## src/rtl/uart_rx_pkg.sv

```systemverilog
// Constants shared by the UART transmitter and receiver: default bit timing, frame
// shape and the receive FSM state encoding.
package uart_rx_pkg;

  // 25 MHz / 9600 baud
  localparam int unsigned DefaultBitTime = 2604;
  localparam int unsigned DataBits       = 8;

  typedef enum logic [2:0] {
    StIdle  = 3'd0,
    StStart = 3'd1,
    StData  = 3'd2,
    StStop  = 3'd3,
    StBreak = 3'd4
  } state_e;

endpackage

```

## src/rtl/rx_sync.sv

```systemverilog
// Two-flop synchronizer for an asynchronous input; both flops reset to 1 (idle level).
module rx_sync (
  input  logic clk,
  input  logic clr,
  input  logic d,
  output logic q
);

  logic meta;

  always_ff @(posedge clk) begin
    if (clr) begin
      meta <= 1'b1;
      q    <= 1'b1;
    end else begin
      meta <= d;
      q    <= meta;
    end
  end

endmodule

```

## src/rtl/uart_rx.sv

```systemverilog
// 8N1 UART receiver: mid-bit sampling from a synchronised RxD, byte register with
// rdrf / framing-error / overrun flags.
module uart_rx
  import uart_rx_pkg::*;
#(
  parameter int unsigned BIT_TIME = DefaultBitTime,
  parameter int unsigned HALF_BIT = BIT_TIME / 2
) (
  input  logic       clk,
  input  logic       clr,
  input  logic       RxD,
  input  logic       rdrf_clr,
  output logic [7:0] rx_data,
  output logic       rdrf,
  output logic       fe,
  output logic       oe
);

  localparam int unsigned CntW = $clog2(BIT_TIME);
  localparam logic [CntW-1:0] CntBitEnd  = CntW'(BIT_TIME - 1);
  localparam logic [CntW-1:0] CntHalfEnd = CntW'(HALF_BIT - 1);
  localparam logic [2:0]      BitLast    = 3'(DataBits - 1);

  logic rxs;

  rx_sync u_sync (
    .clk(clk),
    .clr(clr),
    .d  (RxD),
    .q  (rxs)
  );

  state_e                state_q, state_d;
  logic [CntW-1:0]       cnt_q, cnt_d;
  logic [2:0]            bitn_q, bitn_d;
  logic [DataBits-1:0]   shreg_q, shreg_d;
  logic [DataBits-1:0]   data_q, data_d;
  logic                  rdrf_q, rdrf_d;
  logic                  fe_q, fe_d;
  logic                  oe_q, oe_d;

  always_comb begin
    state_d = state_q;
    cnt_d   = cnt_q;
    bitn_d  = bitn_q;
    shreg_d = shreg_q;
    data_d  = data_q;
    rdrf_d  = rdrf_q & ~rdrf_clr;
    fe_d    = fe_q;
    oe_d    = oe_q;

    unique case (state_q)
      StIdle: begin
        cnt_d  = '0;
        bitn_d = '0;
        if (!rxs) state_d = StStart;
      end
      StStart: begin
        if (cnt_q == CntHalfEnd) begin
          cnt_d   = '0;
          // Line back high at the start-bit centre: treat as a glitch.
          state_d = rxs ? StIdle : StData;
        end else begin
          cnt_d = cnt_q + CntW'(1);
        end
      end
      StData: begin
        if (cnt_q == CntBitEnd) begin
          shreg_d = {rxs, shreg_q[DataBits-1:1]};
          cnt_d   = '0;
          bitn_d  = bitn_q + 3'd1;
          if (bitn_q == BitLast) state_d = StStop;
        end else begin
          cnt_d = cnt_q + CntW'(1);
        end
      end
      StStop: begin
        if (cnt_q == CntBitEnd) begin
          cnt_d   = '0;
          data_d  = shreg_q;
          // A store always sets rdrf, even when rdrf_clr arrives on the same edge.
          rdrf_d  = 1'b1;
          fe_d    = ~rxs;
          oe_d    = rdrf_q & ~rdrf_clr;
          state_d = rxs ? StIdle : StBreak;
        end else begin
          cnt_d = cnt_q + CntW'(1);
        end
      end
      StBreak: begin
        if (rxs) state_d = StIdle;
      end
      default: state_d = StIdle;
    endcase
  end

  always_ff @(posedge clk) begin
    if (clr) begin
      state_q <= StIdle;
      cnt_q   <= '0;
      bitn_q  <= '0;
      shreg_q <= '0;
      data_q  <= '0;
      rdrf_q  <= 1'b0;
      fe_q    <= 1'b0;
      oe_q    <= 1'b0;
    end else begin
      state_q <= state_d;
      cnt_q   <= cnt_d;
      bitn_q  <= bitn_d;
      shreg_q <= shreg_d;
      data_q  <= data_d;
      rdrf_q  <= rdrf_d;
      fe_q    <= fe_d;
      oe_q    <= oe_d;
    end
  end

  assign rx_data = data_q;
  assign rdrf    = rdrf_q;
  assign fe      = fe_q;
  assign oe      = oe_q;

endmodule

```

## config.mk

```make
export PLATFORM = sky130hd
export DESIGN_NAME = uart_rx
export DESIGN_NICKNAME = d
export VERILOG_FILES = /design/src/rtl/uart_rx_pkg.sv /design/src/rtl/rx_sync.sv /design/src/rtl/uart_rx.sv
export SDC_FILE = /design/constraint.sdc
export NUM_CORES = 1
export LEC_CHECK = 0
export CAP_MARGIN = 30
export CORE_AREA = 8 8 73 75
export DETAILED_ROUTE_END_ITERATION = 10
export DIE_AREA = 0 0 81 83
export DONT_BUFFER_PORTS = 1
export GPL_TIMING_DRIVEN = 0
export REMOVE_ABC_BUFFERS = 1
export SKIP_LAST_GASP = 1
export SYNTH_ARGS = -nofsm -noshare
export SYNTH_HDL_FRONTEND = slang
export SYNTH_HIERARCHICAL = 1
export SYNTH_SLANG_ARGS = --single-unit
```

## constraint.sdc

```tcl
create_clock -name clk -period 5.5 [get_ports clk]
set_input_delay 1.1 -clock clk [delete_from_list [all_inputs] [get_ports clk]]
set_output_delay 1.1 -clock clk [all_outputs]
set_load 0.01 [all_outputs]
```

==> results by group, run 1 <==
Status
  – Status: complete, no violations

Timing
  – RSZ-0062 raised after global routing: no
  – Part of the cycle the worst path needs: 0.402
  – WHS: 409 ps
  – Final Critical Period: 2210 ps
  – Clock skew: 8.57 ps
  – Final setup fails: 0
  – Fmax: 0.453 GHz
  – Slew HR: 0.598
  – Fin. Hold Viols: 0
  – Max-slew violations: 0
  – Final Worst Setup Slack: 3290 ps
  – Setup TNS Final: 0 ps
  – Worst-Margin Slew: 597 ps

Routing
  – Detail Route Antenna Nets: 0
  – Total routed wirelength: 3610 um
  – 1st-pass router iterations: 4
  – Routed WL per cell: 14.2 um
  – Via total after detailed routing: 1423
  – DRC: 0
  – Via/cell ratio: 5.60
  – First DRT Iteration DRCs: 90

CTS
  – Post CTS Setup Buffer Count: 0
  – Sink Count: 39
  – H-tree depth: 2
  – Post_cts resized: 0
  – CTS tree: yes
  – Clock slew at reported path FFs: 80 ps
  – Worst-Skew Late Latency: 290 ps
  – Cts hold-fix bufs: 0
  – CTS buffer count: 5
  – CTS root buf: clkbuf_8
  – Clock tree buffer depth: 2

Worst hold path
  – Worst min path class: reg2reg
  – Hold path cells: 1

Placement
  – Hpwl dp: 2560 um
  – IO buf count: 0
  – Placed Cells: 246
  – Gp weighted congestion: 0.784
  – Post-placement setup slack: 3290 ps
  – Placed cell areas: 1810 sq um

Floorplan
  – Ports: 15
  – Die area: 6720 sq um
  – Die Height: 83 um
  – Initial Util: 0.431
  – Die Wd: 81 um
  – Core area: 4200 sq um
  – Row count: 24

Synth
  – Synth area leaders: dfxtp_1, nand2_1, a21oi_1, mux2i_1, nor2_1
  – Most frequent cell after synthesis: dfxtp_1
  – Cell count after synthesis: 205
  – Post-Syn Area: 1810 sq um
  – Area leader, netlist: dfxtp_1
  – Sequential area share after synthesis: 0.431
  – Synth Register Bits: 39
  – EDFF count, synth: 0
  – Unique masters post-synth: 53
  – Syn avg cell area: 8.84 sq um
  – Synth Flop Type: dfxtp_1
  – Area share of the largest cell type after synthesis: 0.431
  – YS warnings: 6
  – Top cells by count, synth: dfxtp_1, nand2_1, a21oi_1
  – Synth async-reset ratio: 0

Worst setup path
  – Arrival @ worst endpoint: 2440 ps
  – Worst path max stage delay: 430 ps
  – Crit-path cells: ha_1, nor4b_4, and3_2, nand3_1, or2_0, a21oi_1
  – Slowest cell on the critical path: dfxtp_1
  – Setup Crit Path Kind: reg2reg
  – Startpoint Class: flip-flop
  – Worst Path Max Fanout: 12
  – Number of cells on the worst reg-to-reg path: 6
  – Crit end category: flip-flop
  – Critical path data required time: 5730 ps

Cells and area
  – # nets final: 209
  – Final core occ: 0.458
  – Non-filler cells, final: 254
  – Area growth syn-to-layout: 6.28%
  – Diode count: 0
  – Fill cells: 433
  – Post-route design area: 1930 sq um
  – Share of cells above drive strength 1: 0.104

Pwr
  – Switching share of total power: 0.203
  – P_leak: 0.720 nW
  – Worst vdd ir: 0.157 mV
  – Psw: 108 uW
  – Logic pwr share: 0.021
  – Pint: 424 uW
  – Clock share of power: 0.441
  – Post-layout power: 532 uW
  – PD cells: 276 nW/um^2
  – Reg power frac: 0.538

Run
  – Max-cap violations: 0

Global routing
  – Largest net degree at the start of global routing: 33
  – Vias in the first global route: 1323
  – Initial antenna violation count: 0
  – GRT Overall Usage: 0.113
  – Aggregate global routing overflow: 0
  – First-pass GRT wire length: 6210 um
placed cells by master, fill, tap and decap left out, types with 5 or more instances in the layout:
| cell | instances |
|---|---|
| dfxtp_1 | 39 |
| nand2_1 | 35 |
| a21oi_1 | 20 |
| nor2_1 | 15 |
| mux2i_1 | 8 |
| nand3_1 | 6 |
| a31oi_1 | 5 |
| a21o_1 | 5 |
| clkbuf_8 | 5 |
power groups by stage:
stage / Combinational [mW] / Clock [mW] / Sequential [mW]
CTS: 0.0113 / 0.239 / 0.286
detailed placement: 0.0112 / 0 / 0.293
floorplan: 0.00949 / 0 / 0.292
global route: 0.0125 / 0.255 / 0.286
finish: 0.0113 / 0.235 / 0.286
global placement: 0.0108 / 0 / 0.293
state kept, by name (all words and copies together), names as in the netlist:
| register | count |
|---|---|
| u_sync/meta | 1 |
| shreg_q | 8 |
| bitn_q | 3 |
| cnt_q | 12 |
| rx_data | 8 |
| fe | 1 |
| state_q | 3 |
| rdrf | 1 |
| u_sync/q | 1 |
| oe | 1 |
cell families after synthesis:
family	count (synthesis)	share of synthesized area
buffers and inverters	14	0.0414
DFF	39	0.431
and+or+nand+nor	94	0.280
xor gates and xnor gates	1	0.00484
AOI/OAI and AO/OA	45	0.171
muxes	8	0.0442
adders and majority gates	4	0.0276
cell type report:
class | instances | area [sq um] | area share
Tap cell | 52 | 65.1 | 0.0338
Multi-Input combinational cell | 152 | 956 | 0.496
Clock buffer | 5 | 68.8 | 0.0357
Clock inverter | 3 | 43.8 | 0.0227
Sequential cell | 39 | 781 | 0.405
Inverter | 3 | 11.3 | 0.00585
path summary, 6_finish.rpt:
kind	from	to	slack [ps]
setup / recovery	cnt_q[0]$_SDFFE_PP0P_	oe$_SDFFE_PP0P_	3290
hold / removal	u_sync/meta$_SDFF_PP1_	u_sync/q$_SDFF_PP1_	410
setup reg to reg	cnt_q[0]$_SDFFE_PP0P_	oe$_SDFFE_PP0P_	3290
hold reg to reg	u_sync/meta$_SDFF_PP1_	u_sync/q$_SDFF_PP1_	410
critical path, delay by kind of cell (launching register included):
family	cells	cell delay (ps)
AO/OA/AOI/OAI	1	130
adder cells (fa/ha/maj)	1	320
flip-flops	1	430
AND/OR/NAND/NOR	4	1270
per-layer routing:
| layer | GRT usage | wire length, um |
|---|---|---|
| met1 | 0.138 | 1620 |
| met2 | 0.176 | 1750 |
| met3 | 0.0345 | 163 |
| met4 | 0.0472 | 64 |
| met5 | 0 | 0 |
Power figures use the tool's default switching activity.
==> run 2: changes to the inputs <==
- clock period: 5.5 -> 1.9 ns (I/O delays scaled with it)
==> run 2 against run 1 <==
  * Clock power grew to 2.9 times the previous value
  * Design area is 3.7% higher
  * Setup slack lost 3200 ps
  * Wire length grew 1.6%
  * Global-route usage rose by 0.22 points
  * Sequential power rose to 2.9 times the previous value
  * Clock skew hardly changed
  * Critical path depth is the same
  * Combinational power grew to 3.3 times the previous value
  * Hold slack worse by 260 ps
  * Via count decreased by 0.35%
  * Sequential share of layout area is 1.1 points lower
  * Largest cell class unchanged
  * Highest routed layer unchanged
==> results by group, run 2 (synthesis results as in run 1) <==
Pwr
  – Logic pwr share: 0.024
  – Clock share of power: 0.441
  – Switching share of total power: 0.205
  – Pint: 1.23 mW
  – P_leak: 0.736 nW
  – Worst vdd ir: 0.458 mV
  – Post-layout power: 1.55 mW
  – Psw: 317 uW
  – Reg power frac: 0.535
  – PD cells: 775 nW/um^2

Worst setup path
  – Worst path max stage delay: 570 ps
  – CP bufs+invs: 1
  – FF-to-FF End: cnt_q[8]$_SDFFE_PP0P_
  – Crit-path cells: nand2b_1, nor3_2, a32oi_4, buf_12, nor4_1, a21o_1
  – Crit end category: flip-flop
  – Reg-to-reg startpoint: state_q[0]$_SDFFE_PP0P_
  – Number of cells on the worst reg-to-reg path: 6
  – Worst Path Max Fanout: 11
  – Arrival @ worst endpoint: 2040 ps
  – Slowest cell on the critical path: dfxtp_1
  – Critical path data required time: 2130 ps
  – Worst R2R Setup Slack: 90 ps
  – Crit path max-delay family: simple AND/OR/NAND/NOR gates
  – Setup Crit Path Kind: reg2reg
  – Startpoint Class: flip-flop

Cells and area
  – Area growth syn-to-layout: 10.2%
  – Largest register FFs: 12
  – Storage cell area: 787 sq um
  – Multi-input gate area: 993 sq um
  – # nets final: 211
  – Diode count: 0
  – Top reg by flops: cnt_q
  – Fill cells: 428
  – Commonest non-fill, non-tap cell in the layout: dfxtp_1
  – Most frequent cells in the layout: dfxtp_1, nand2_1, a21oi_1, nor2_1, mux2i_1
  – Share of cells above drive strength 1: 0.152
  – Non-filler cells, final: 256

CTS
  – CTS buffer count: 5
  – Worst-Skew Late Latency: 290 ps
  – Sink Count: 39
  – H-tree depth: 2
  – Clock slew at reported path FFs: 80 ps
  – CTS tree: yes
  – CTS root buf: clkbuf_8
  – Cts hold-fix bufs: 0
  – Clock tree buffer depth: 2

Placement
  – Post-placement setup slack: -307 ps
  – Gp weighted congestion: 0.784
  – Placed Cells: 246
  – Hpwl dp: 2560 um
  – IO buf count: 0

Global routing
  – Aggregate global routing overflow: 0
  – Initial antenna violation count: 0
  – Vias in the first global route: 1340
  – GRT Overall Usage: 0.115
  – Largest net degree at the start of global routing: 33
  – First-pass GRT wire length: 6320 um

Timing
  – Slew HR: 0.595
  – RSZ-0062 raised after global routing: yes
  – Part of the cycle the worst path needs: 0.953
  – Final Worst Setup Slack: 89.6 ps
  – WHS: 148 ps
  – Fin. Hold Viols: 0
  – Max-slew violations: 0
  – Final Critical Period: 1810 ps
  – Setup TNS Final: 0 ps
  – Fmax: 0.552 GHz
  – Final setup fails: 0
  – Worst-Margin Slew: 602 ps
  – Clock skew: 8.22 ps

Routing
  – Via total after detailed routing: 1418
  – Routed WL per cell: 14.3 um
  – DRC: 0
  – Total routed wirelength: 3660 um
  – First DRT Iteration DRCs: 82
  – 1st-pass router iterations: 5
  – Via/cell ratio: 5.54
  – Detail Route Antenna Nets: 0

Floorplan
  – Die Height: 83 um
  – Row count: 24
  – Ports: 15
  – Initial Util: 0.431
  – Die area: 6720 sq um
  – Die Wd: 81 um
  – Core area: 4200 sq um

Run
  – Max-cap violations: 0

Worst hold path
  – Hold path cells: 1
  – Worst min path class: in2reg
  – Hold Path End: bitn_q[1]$_SDFFE_PP0P_
  – Hold_sp: clr

Status
  – Status: complete, no violations
-- run 2: changes by cell type in the layout (fill, tap and decap cells not counted), sizes merged --
| cell | delta |
|---|---|
| buf | +2 |
-- run 2: timing repair --
item	in CTS	in global routing
setup buffers	1	1
pin swaps	1	1
endpoints found under the hold margin	0	0
resized for setup	9	4
endpoints found under the setup margin	23	24
-- run 2: layer usage --
metal,wire length [um],track usage,vias to the layer above
met5,0,0,-
met4,68,0.0488,0
met3,147,0.0345,8
met2,1770,0.180,22
met1,1680,0.140,669
li1,-,-,719
-- run 2: worst reg2reg max path, delay by kind of cell (launching register included) --
family | cells | cell delay, ps
compound gates | 2 | 220
flops | 1 | 570
buf+inv | 1 | 160
simple gates | 3 | 800
-- run 2: area by class of cell --
type	instances	share of cell area
multi-input combinational	152	0.497
sequential	39	0.394
clock buffer	5	0.0345
tap	52	0.0326
clock inverter	3	0.0219
timing repair buffer	2	0.0138
inverter	3	0.00564
-- run 2: worst max path at each step --
stage                             from                      end  slack [ps]  cells past startpoint
2_1_floorplan    cnt_q[0]$_SDFFE_PP0P_          oe$_SDFFE_PP0P_          40                      6
3_3_place_gp     cnt_q[0]$_SDFFE_PP0P_          oe$_SDFFE_PP0P_        -230                      6
3_5_place_dp     cnt_q[0]$_SDFFE_PP0P_          oe$_SDFFE_PP0P_        -310                      6
4_1_cts        state_q[1]$_SDFFE_PP0P_  shreg_q[6]$_SDFFE_PP0P_          20                      5
5_1_grt        state_q[1]$_SDFFE_PP0P_  shreg_q[6]$_SDFFE_PP0P_         -10                      5
6_report       state_q[0]$_SDFFE_PP0P_    cnt_q[8]$_SDFFE_PP0P_          90                      6
-- run 2: power by group through the flow --
| stage | clock network (mW) | logic [mW] | registers [mW] |
|---|---|---|---|
| 2_1_floorplan | 0 | 0.0275 | 0.845 |
| 3_3_place_gp | 0 | 0.0313 | 0.847 |
| 3_5_place_dp | 0 | 0.0325 | 0.847 |
| 4_1_cts | 0.693 | 0.0371 | 0.829 |
| 5_1_grt | 0.739 | 0.0408 | 0.829 |
| 6_report | 0.682 | 0.0373 | 0.828 |
-- run 2: per-stage QoR --
stage / utilization / instance area (sq um)
global route: 0.475 / 2000
floorplan: - / 1750
detailed placement: 0.431 / 1810
global placement: 0.431 / 1810
finish: 0.475 / 2000
CTS: 0.471 / 1980
==> run 3: changes to the inputs <==
- ABC_CLOCK_PERIOD_IN_PS: not set -> 1900
==> results of run 3 <==
No change in the layout: final DEF, timing and power equal those of run 2.
